### src/rtl/sfx_pkg.sv
// sfx_pkg: shared types and defaults for the sound-effect scheduler.
//   state_t  - scheduler FSM states (IDLE / TONE / GAP)
//   src_t    - sound source codes, numerically ordered by priority
//   DEF_*    - default half-period, duration and gap lengths at 100 MHz
//   pick_src - fixed-priority pick among pending sources (hit > point > jump)
package sfx_pkg;

  typedef enum logic [1:0] {
    ST_IDLE = 2'd0,
    ST_TONE = 2'd1,
    ST_GAP  = 2'd2
  } state_t;

  // Code value doubles as priority rank, so preemption is a plain compare.
  typedef enum logic [1:0] {
    SRC_NONE  = 2'd0,
    SRC_JUMP  = 2'd1,
    SRC_POINT = 2'd2,
    SRC_HIT   = 2'd3
  } src_t;

  localparam int DEF_HP_JUMP   = 56818;
  localparam int DEF_HP_POINT  = 37922;
  localparam int DEF_HP_HIT    = 227272;
  localparam int DEF_DUR_JUMP  = 8000000;
  localparam int DEF_DUR_POINT = 12000000;
  localparam int DEF_DUR_HIT   = 40000000;
  localparam int DEF_GAP       = 1000000;
  localparam int DEF_HPW       = 18;
  localparam int DEF_DURW      = 26;

  // pend[3]=hit, pend[2]=point, pend[1]=jump
  function automatic src_t pick_src(input logic [3:1] pend);
    if (pend[3])      return SRC_HIT;
    else if (pend[2]) return SRC_POINT;
    else if (pend[1]) return SRC_JUMP;
    else              return SRC_NONE;
  endfunction

endpackage

### src/rtl/sfx_scheduler_if.sv
// sfx_scheduler_if: event/audio bundle between game core and scheduler.
//   req_jump/req_point/req_hit - single-cycle request pulses
//   mute                       - level, silences and flushes while high
//   ampPWM/ampSD               - audio square wave / amplifier enable
//   busy                       - scheduler not idle
//   active                     - source currently playing (src_t code)
// master: game core side (drives requests); slave: scheduler side.
interface sfx_scheduler_if;
  logic       req_jump;
  logic       req_point;
  logic       req_hit;
  logic       mute;
  logic       ampPWM;
  logic       ampSD;
  logic       busy;
  logic [1:0] active;

  modport master (
    output req_jump, req_point, req_hit, mute,
    input  ampPWM, ampSD, busy, active
  );

  modport slave (
    input  req_jump, req_point, req_hit, mute,
    output ampPWM, ampSD, busy, active
  );
endinterface

### src/rtl/sfx_tone_gen.sv
// sfx_tone_gen: half-period counter plus toggle flop producing a 50% square wave.
//   board_clk/Reset - clock, asynchronous active-high reset
//   clr   - force output low and counter to 0 (highest priority)
//   load  - start a new tone: latch hp_m1 as reload value, output low
//   en    - advance the counter; toggles output when it reaches 0
//   hp_m1 - half-period minus one, sampled on load
//   pwm   - registered square wave
module sfx_tone_gen
  import sfx_pkg::*;
#(
  parameter int HPW = DEF_HPW
) (
  input  logic           board_clk,
  input  logic           Reset,
  input  logic           clr,
  input  logic           load,
  input  logic           en,
  input  logic [HPW-1:0] hp_m1,
  output logic           pwm
);

  logic [HPW-1:0] cnt_q, cnt_d;
  logic [HPW-1:0] hp_q, hp_d;
  logic           pwm_q, pwm_d;

  always_comb begin
    cnt_d = cnt_q;
    hp_d  = hp_q;
    pwm_d = pwm_q;
    if (clr) begin
      cnt_d = '0;
      pwm_d = 1'b0;
    end else if (load) begin
      cnt_d = hp_m1;
      hp_d  = hp_m1;
      pwm_d = 1'b0;
    end else if (en) begin
      if (cnt_q == '0) begin
        pwm_d = ~pwm_q;
        cnt_d = hp_q;
      end else begin
        cnt_d = cnt_q - 1'b1;
      end
    end
  end

  always_ff @(posedge board_clk or posedge Reset) begin
    if (Reset) begin
      cnt_q <= '0;
      hp_q  <= '0;
      pwm_q <= 1'b0;
    end else begin
      cnt_q <= cnt_d;
      hp_q  <= hp_d;
      pwm_q <= pwm_d;
    end
  end

  assign pwm = pwm_q;

endmodule

### src/rtl/sfx_scheduler.sv
// sfx_scheduler: queues jump/point/hit sound requests and sequences the mono
// amplifier through tone and silence intervals, highest priority first.
//   board_clk - 100 MHz clock
//   Reset     - asynchronous, active-high
//   bus       - sfx_scheduler_if.slave (requests, mute, ampPWM/ampSD/busy/active)
// Build option: define SFX_PREEMPT_EN to let a strictly higher-priority
// request abort the tone in progress (no gap; the aborted source is dropped).
// Without it every tone runs to completion and later requests wait.
module sfx_scheduler
  import sfx_pkg::*;
#(
  parameter int HP_JUMP   = DEF_HP_JUMP,
  parameter int HP_POINT  = DEF_HP_POINT,
  parameter int HP_HIT    = DEF_HP_HIT,
  parameter int DUR_JUMP  = DEF_DUR_JUMP,
  parameter int DUR_POINT = DEF_DUR_POINT,
  parameter int DUR_HIT   = DEF_DUR_HIT,
  parameter int GAP       = DEF_GAP,
  parameter int HPW       = DEF_HPW,
  parameter int DURW      = DEF_DURW
) (
  input logic            board_clk,
  input logic            Reset,
  sfx_scheduler_if.slave bus
);

  localparam logic [HPW-1:0]  HPM_JUMP  = HPW'(HP_JUMP - 1);
  localparam logic [HPW-1:0]  HPM_POINT = HPW'(HP_POINT - 1);
  localparam logic [HPW-1:0]  HPM_HIT   = HPW'(HP_HIT - 1);
  localparam logic [DURW-1:0] DM_JUMP   = DURW'(DUR_JUMP - 1);
  localparam logic [DURW-1:0] DM_POINT  = DURW'(DUR_POINT - 1);
  localparam logic [DURW-1:0] DM_HIT    = DURW'(DUR_HIT - 1);
  localparam logic [DURW-1:0] GAP_M1    = DURW'(GAP - 1);

  state_t          state_q, state_d;
  logic [3:1]      pend_q, pend_d;
  logic [DURW-1:0] dur_q, dur_d;
  src_t            active_q, active_d;
  logic            amp_sd_q, amp_sd_d;

  logic [3:1]      req;
  logic [3:1]      grant;
  src_t            pick;
  logic            start;
  logic [HPW-1:0]  hp_sel;
  logic [DURW-1:0] dur_sel;
  logic            tg_clr, tg_load, tg_en, tg_pwm;

  assign req  = {bus.req_hit, bus.req_point, bus.req_jump};
  assign pick = pick_src(pend_q);

  // Tone parameters and grant mask for the winning pending source.
  always_comb begin
    hp_sel  = '0;
    dur_sel = '0;
    grant   = '0;
    case (pick)
      SRC_JUMP:  begin hp_sel = HPM_JUMP;  dur_sel = DM_JUMP;  grant = 3'b001; end
      SRC_POINT: begin hp_sel = HPM_POINT; dur_sel = DM_POINT; grant = 3'b010; end
      SRC_HIT:   begin hp_sel = HPM_HIT;   dur_sel = DM_HIT;   grant = 3'b100; end
      default:   ;
    endcase
  end

  always_comb begin
    state_d  = state_q;
    pend_d   = pend_q;
    dur_d    = dur_q;
    active_d = active_q;
    amp_sd_d = amp_sd_q;
    start    = 1'b0;
    tg_clr   = 1'b0;
    tg_load  = 1'b0;
    tg_en    = 1'b0;

    case (state_q)
      ST_IDLE: begin
        if (pick != SRC_NONE) begin
          start = 1'b1;
        end else begin
          amp_sd_d = 1'b0;
          active_d = SRC_NONE;
        end
      end
      ST_TONE: begin
        tg_en = 1'b1;
`ifdef SFX_PREEMPT_EN
        if (pick > active_q) begin
          start = 1'b1;
        end else
`endif
        if (dur_q == '0) begin
          // Final tone clock: drop the amp and silence the wave together.
          state_d  = ST_GAP;
          dur_d    = GAP_M1;
          tg_clr   = 1'b1;
          amp_sd_d = 1'b0;
          active_d = SRC_NONE;
        end else begin
          dur_d = dur_q - 1'b1;
        end
      end
      ST_GAP: begin
        if (dur_q == '0) state_d = ST_IDLE;
        else             dur_d   = dur_q - 1'b1;
      end
      default: state_d = ST_IDLE;
    endcase

    if (start) begin
      state_d  = ST_TONE;
      dur_d    = dur_sel;
      active_d = pick;
      amp_sd_d = 1'b1;
      tg_load  = 1'b1;
    end

    // A fresh pulse beats the grant so a re-request in the grant cycle stays queued.
    pend_d = (pend_q & ~(start ? grant : 3'b000)) | req;

    if (bus.mute) begin
      state_d  = ST_IDLE;
      pend_d   = '0;
      dur_d    = '0;
      active_d = SRC_NONE;
      amp_sd_d = 1'b0;
      tg_clr   = 1'b1;
      tg_load  = 1'b0;
    end
  end

  always_ff @(posedge board_clk or posedge Reset) begin
    if (Reset) begin
      state_q  <= ST_IDLE;
      pend_q   <= '0;
      dur_q    <= '0;
      active_q <= SRC_NONE;
      amp_sd_q <= 1'b0;
    end else begin
      state_q  <= state_d;
      pend_q   <= pend_d;
      dur_q    <= dur_d;
      active_q <= active_d;
      amp_sd_q <= amp_sd_d;
    end
  end

  sfx_tone_gen #(.HPW(HPW)) u_tone (
    .board_clk (board_clk),
    .Reset     (Reset),
    .clr       (tg_clr),
    .load      (tg_load),
    .en        (tg_en),
    .hp_m1     (hp_sel),
    .pwm       (tg_pwm)
  );

  assign bus.ampPWM = tg_pwm;
  assign bus.ampSD  = amp_sd_q;
  assign bus.active = active_q;
  assign bus.busy   = (state_q != ST_IDLE);

endmodule

### src/flat_wrapper.sv
// flat-port wrapper written by rule: the top's interface ports become plain ports
module sfx_scheduler_flat import sfx_pkg::*;
#(
  parameter int HP_JUMP   = DEF_HP_JUMP,
  parameter int HP_POINT  = DEF_HP_POINT,
  parameter int HP_HIT    = DEF_HP_HIT,
  parameter int DUR_JUMP  = DEF_DUR_JUMP,
  parameter int DUR_POINT = DEF_DUR_POINT,
  parameter int DUR_HIT   = DEF_DUR_HIT,
  parameter int GAP       = DEF_GAP,
  parameter int HPW       = DEF_HPW,
  parameter int DURW      = DEF_DURW
)
  (board_clk, Reset, bus_req_jump, bus_req_point, bus_req_hit, bus_mute, bus_ampPWM, bus_ampSD, bus_busy, bus_active);
  sfx_scheduler_if bus_i ();
  input logic board_clk;
  input logic Reset;
  input wire logic [$bits(bus_i.req_jump)-1:0] bus_req_jump;
  input wire logic [$bits(bus_i.req_point)-1:0] bus_req_point;
  input wire logic [$bits(bus_i.req_hit)-1:0] bus_req_hit;
  input wire logic [$bits(bus_i.mute)-1:0] bus_mute;
  output wire logic [$bits(bus_i.ampPWM)-1:0] bus_ampPWM;
  output wire logic [$bits(bus_i.ampSD)-1:0] bus_ampSD;
  output wire logic [$bits(bus_i.busy)-1:0] bus_busy;
  output wire logic [$bits(bus_i.active)-1:0] bus_active;
  assign bus_i.req_jump = bus_req_jump;
  assign bus_i.req_point = bus_req_point;
  assign bus_i.req_hit = bus_req_hit;
  assign bus_i.mute = bus_mute;
  assign bus_ampPWM = bus_i.ampPWM;
  assign bus_ampSD = bus_i.ampSD;
  assign bus_busy = bus_i.busy;
  assign bus_active = bus_i.active;
  sfx_scheduler #(.HP_JUMP(HP_JUMP), .HP_POINT(HP_POINT), .HP_HIT(HP_HIT), .DUR_JUMP(DUR_JUMP), .DUR_POINT(DUR_POINT), .DUR_HIT(DUR_HIT), .GAP(GAP), .HPW(HPW), .DURW(DURW)) u_core (.board_clk(board_clk), .Reset(Reset), .bus(bus_i));
endmodule
### config.mk
export PLATFORM = sky130hd
export DESIGN_NAME = sfx_scheduler_flat
export DESIGN_NICKNAME = d
export VERILOG_FILES = /design/src/rtl/sfx_pkg.sv /design/src/rtl/sfx_scheduler_if.sv /design/src/rtl/sfx_tone_gen.sv /design/src/rtl/sfx_scheduler.sv /design/src/flat_wrapper.sv
export SDC_FILE = /design/constraint.sdc
export NUM_CORES = 1
export LEC_CHECK = 0
export CAP_MARGIN = 20
export CORE_MARGIN = 2
export CORE_UTILIZATION = 56
export CTS_CLUSTER_SIZE = 14
export DETAILED_ROUTE_END_ITERATION = 10
export HOLD_SLACK_MARGIN = 0.12
export PLACE_DENSITY = 0.77
export SYNTH_ARGS = -nofsm -noshare
export SYNTH_HDL_FRONTEND = slang
export SYNTH_SLANG_ARGS = --single-unit
export TNS_END_PERCENT = 10
### constraint.sdc
create_clock -name board_clk -period 2.4 [get_ports board_clk]
set_clock_uncertainty 0.2 [all_clocks]
set_input_delay 0.48 -clock board_clk [delete_from_list [all_inputs] [get_ports board_clk]]
set_output_delay 0.48 -clock board_clk [all_outputs]
set_load 0.05 [all_outputs]
* After elaboration in Yosys (flattened, before gate mapping)
Cells that the tools add are included.
Operators by class: add/subtract/negate cells 2, equality and inequality tests 10, multiplexer cells 43, bitwise logic cells 5, reduce and logical (&&, ||, !) cells 14
Operators with widths (number):
- 26-bit 2-to-1 mux | 4
- 26-bit case mux with 3 select lines | 1
- 18-bit 2-to-1 mux | 4
- 18-bit case mux with 3 select lines | 1
- 26-bit case mux with 2 select lines | 1
- 26-bit zero test | 1
- 26-bit by 1-bit subtractor with 26-bit output, second input constant | 1
- 18-bit zero test | 1
- 2-bit 2-to-1 mux | 9
- 18-bit by 1-bit subtractor with 18-bit output, second input constant | 1
- 1-bit 2-to-1 mux | 17
- 3-bit case mux with 3 select lines | 1
- 4-bit by 2-bit inequality test with 1-bit output, second input constant | 2
- 4-bit by 3-bit inequality test with 1-bit output, second input constant | 2
- 4-bit nonzero test | 2
- 2-bit equality test, second input constant | 3
- 3-bit 2-to-1 mux | 2
- 2-bit case mux with 3 select lines | 1
- 2-bit AND reduction | 3
- 3-bit AND reduction | 2
- 3-bit nonzero test | 2
- 2-bit by 1-bit equality test with 1-bit output, second input constant | 2
- 2-bit case mux with 2 select lines | 1
- 2-bit nonzero test | 2
- 7 further kinds | 8
Word-level totals: register bits after elaboration 71, bits of input ports 6, output and inout port bits 5, logic and storage cells 82

* Longest topological paths before layout
depth in word-level cells 11, mapped depth 10, depth with buffers taken out 9

* Modules after synthesis
From an unflattened synthesis, not the netlist that was laid out.
Unflattened totals: cell total of the unflattened synthesis 503, area, all modules 4362.9 sq um
Modules (own cells, without submodules):
- sfx_scheduler | times used 1, cells an instance 261, area an instance 2298.5 sq um, seq. area each 850.8 sq um
- sfx_tone_gen | times used 1, cells an instance 242, area an instance 2064.5 sq um, seq. area each 925.9 sq um

* Least setup slack after synthesis
No wires, ideal clock.
kind register to register, start register u_core.dur_q[0], end register u_core.dur_q[13], arrival time 2.274 ns, data required time 2.078 ns, slack -0.196 ns, cell stages (with the launch flop) 10, path buffers 1, cell sequence dfrtp_1 > inv_1 > ha_1 > or3b_4 > nor4_4 > and3_1 > buf_4 > or2_2 > nor2_1 > a32o_1
Between the ends: longest elaborated chain between the ends 5, elaborated cells between the ends (all ways) 9
Ends and longest elaborated chain:
- from (decl) | RTL line sfx_scheduler.sv:37 | logic [DURW-1:0] dur_q, dur_d;
- from (signal assigned) | RTL line sfx_scheduler.sv:142 | dur_q <= dur_d;
- 26-bit by 1-bit subtractor with 26-bit output / 26-bit zero test (equally long branches)
- 26-bit 2-to-1 mux, on equally long branches | RTL line sfx_scheduler.sv:104, sfx_scheduler.sv:92
- 26-bit case mux with 2 select lines | RTL line sfx_scheduler.sv:76 | case (state_q)
- 26-bit 2-to-1 mux | RTL line sfx_scheduler.sv:110 | if (start) begin
- 26-bit 2-to-1 mux | RTL line sfx_scheduler.sv:121 | if (bus.mute) begin
Parallel ways exist; a longest one is shown, timed or not. The select of a mux whose other input is x is not followed. A chain may end at the register's enable or synchronous reset.

* Worst setup path in the final report
start register u_core.dur_q[0], end register u_core.dur_q[21]
Same word-level chain as after synthesis.

==> impl_metrics.yaml <==
status:
  outcome: "complete, but fails checks"
  violations: "negative setup slack"
place:
  dp_hpwl_microns: 7876
  dp_worst_setup_slack_ps: -147.9
  portBuffers: 10
  gp_congestion: 0.9346
sta:
  setup_viol: 31
  worst_slew_pin_slew_ps: 600.0
  worst_slack_ps: -146.2
  fin_crit_ps: 2546
  relSlewSlack_pct: 60.00
  rsz0062_at_grt: "true"
  hold_viol_final: 0
  period_share_pct: 106.1
  hold_ws_ps: 281.8
  slew_violations: 0
  max_freq_mhz: 392.7
synth:
  synthTopCellsByArea: "dfrtp_1, nand2_1, a21oi_1"
  synth_top_area_share_pct: 39.99
  synth_seq_area_share_pct: 39.99
  async_flop_share_pct: 100.0
  synthFlopType: "dfrtp_1"
  syn-num-nets: 441
  synth_edf_count: 0
  postSynthCellCount: 429
  syn_area_sq_um: 3630
  synth_top_area_cell: "dfrtp_1"
  avgSynthCellArea_sq_um: 8.461
  ys_ff_latch: 58
  yosys_warnings: 0
  ys_types: 63
critical_path:
  slowest_stage: "dfrtp_1"
  worstPathMaxFanout: 5
  crit_type: "reg2reg"
  cp-end-kind: "flop"
  worstPathCellList: "inv_1 -> ha_4 -> or3b_4 -> nor4_4 -> buf_6 -> nand2_8 -> buf_12 -> a21oi_4 -> buf_6 -> o21ai_1 -> a21oi_1"
  critical-path-max-stage-delay_ps: 400
  crit_path_frequent_cell: "buf_6"
  crit_arrival_ps: 2620
  start_kind: "flop"
  required_ps: 2480
layout:
  fin_nets: 542
  area_growth_pct: 35.78
  seqCellArea_sq_um: 1451
  drive_gt1_share_pct: 32.40
  multi_input_area_sq_um: 2260
  diodes: 0
  fillers: 410
clocking:
  clock_sinks: 58
  cts_tree: "done"
  cts_hold_buffers: 0
  cts_buffers: 9
  cts-root-buf: "clkbuf_8"
  ctsLongestPathBuffers: 2
  clk_pin_slew_ps: 60
  cts_htree_levels: 3
  clock_latency_ps: 350
die:
  fp.dieH_microns: 84.51
  io_pins: 11
  die-width_microns: 84.51
  rows: 29
  die_area_sq_um: 7142
  core_sq_um: 6314
  start_util_pct: 57.49
global_routing:
  grt.overflow.total: 0
  grt_use_total_pct: 33.92
  grt_pass1_vias: 3936
  grt_max_degree: 59
  grt_pass1_wl_microns: 19250
  grt_antenna_before_repair: 0
power:
  powerDensity_nw_per_um2: 745.2
  p_total_uw: 3673
  p_leak_uw: 0.002196
  max-vdd-ir-drop_mv: 0.5067
routing:
  drtPass1Iterations: 8
  drc: 0
  wl_per_cell_microns: 19.98
  first_iter_violations: 437
  drt-total-wl_microns: 12210
  ant_nets: 0
  vias: 4118
  viasPerCell: 6.740
run:
  cap_viol_max_count: 0
hold_path:
  hold_class: "reg2reg"
[layout by cell type, fill, tap and decap left out, types with 4 or more instances in the layout]
cell type / synthesis / routed
o31ai_1: 7 / 6
nand2_1: 45 / 44
o21ai_0: 30 / 28
a21oi_1: 33 / 28
or3_1: 6 / 6
o21ai_2: 0 / 4
nand2b_1: 4 / 4
nand3_1: 18 / 17
inv_1: 17 / 15
xnor2_1: 6 / 6
a32o_1: 5 / 5
nor2_2: 1 / 6
dfrtp_1: 58 / 58
o21ai_1: 10 / 8
nor4_2: 1 / 4
clkbuf_8: 0 / 11
nor3_1: 18 / 16
a311oi_1: 6 / 4
buf_4: 1 / 87
ha_1: 6 / 4
a21oi_2: 1 / 4
nor4_1: 10 / 7
a22o_1: 9 / 9
clkdlybuf4s50_1: 0 / 9
nor2_1: 42 / 36
a21boi_0: 4 / 4
a31oi_1: 4 / 4
or4_1: 7 / 6
or2_2: 7 / 6
buf_6: 0 / 7
[what timing repair did]
item	CTS	global route
resized for setup	24	26
pin swaps	22	9
endpoints found under the setup margin	31	47
gates cloned	0	1
setup buffers	10	3
[critical path: cells and delay by family (launching register included)]
family / cells / cell delay [ps]
AND/OR/NAND/NOR: 3 / 700
buffers and inverters: 4 / 580
AO/OA/AOI/OAI: 3 / 460
flip-flops: 1 / 400
adder cells (fa/ha/maj): 1 / 120
[worst paths after layout]
path	startpoint	to	slack [ps]	cells past startpoint
max	u_core.dur_q[0]	u_core.dur_q[21]	-150	11
min	u_core.bus.ampSD	u_core.bus.ampSD	280	1
max reg2reg	u_core.dur_q[0]	u_core.dur_q[21]	-150	11
min reg2reg	u_core.bus.ampSD	u_core.bus.ampSD	280	1
max in group asynchronous	Reset	u_core.dur_q[22]	1420	3
min in group asynchronous	Reset	u_core.u_tone.cnt_q[16]	320	3
[kinds of logic (layout without fill, tap and decap cells)]
| family | Yosys count | after routing | share of synthesized area [%] |
|---|---|---|---|
| XOR/XNOR | 6 | 6 | 1.448 |
| adder cells (fa/ha/maj) | 6 | 6 | 2.068 |
| buffers and inverters | 34 | 139 | 3.688 |
| flip-flops | 58 | 58 | 39.99 |
| AND/OR/NAND/NOR | 189 | 189 | 27.82 |
| AO/OA/AOI/OAI | 134 | 134 | 24.37 |
| multiplexers | 2 | 2 | 0.6204 |
[registers in the layout, summed over array words and instances, names as in the netlist]
signal	flops
u_core.u_tone.pwm	1
u_core.u_tone.hp_q	5
u_core.bus.active	2
u_core.pend_q	3
u_core.bus.ampSD	1
u_core.u_tone.cnt_q	18
u_core.state_q	2
u_core.dur_q	26
[routing by layer]
metal	global-route usage [%]	share of wire (%)	vias up
li1	-	-	1810
met1	44.39	39	1949
met2	54.19	46	274
met3	7.866	11	85
met4	14.57	5.1	0
met5	0	0	-
[report_power, final]
group	internal (uW)	switching, uW	total (uW)
sequential	1130	145	1280
combinational	702	883	1590
clock	420	390	810
[cell usage after synthesis, types with 4 or more instances]
| cell type | instances |
|---|---|
| a21boi_0 | 4 |
| dfrtp_1 | 58 |
| o31ai_1 | 7 |
| a21oi_1 | 33 |
| clkbuf_1 | 13 |
| nor4_1 | 10 |
| a22o_1 | 9 |
| nand2_1 | 45 |
| a31oi_1 | 4 |
| a311oi_1 | 6 |
| nand2b_1 | 4 |
| a32o_1 | 5 |
| nor2_1 | 42 |
| or2_2 | 7 |
| o21ai_1 | 10 |
| nor3_1 | 18 |
| nand3_1 | 18 |
| ha_1 | 6 |
| xnor2_1 | 6 |
| or4_1 | 7 |
| inv_1 | 17 |
| o21ai_0 | 30 |
| or3_1 | 6 |
[cell type report]
cell class / instances / share of cell area, %
inverter: 17 / 1.295
clock inverter: 3 / 0.3046
timing repair buffer: 107 / 18.00
clock buffer: 12 / 3.148
sequential: 58 / 29.45
multi-input combinational: 337 / 45.85
tap: 77 / 1.955
[metrics by stage]
step,cells,setup TNS (ps),util (%),cell area (sq um)
6_report,611,-1956,78.06,4928
5_1_grt,611,-6002,78.06,4928
4_1_cts,607,-905.7,75.74,4782
3_5_place_dp,582,-1533,70.04,4422
3_3_place_gp,582,-551.4,70.04,4422
2_1_floorplan,429,-30.84,-,3649
Note: power is estimated with default switching activity, not from simulation.
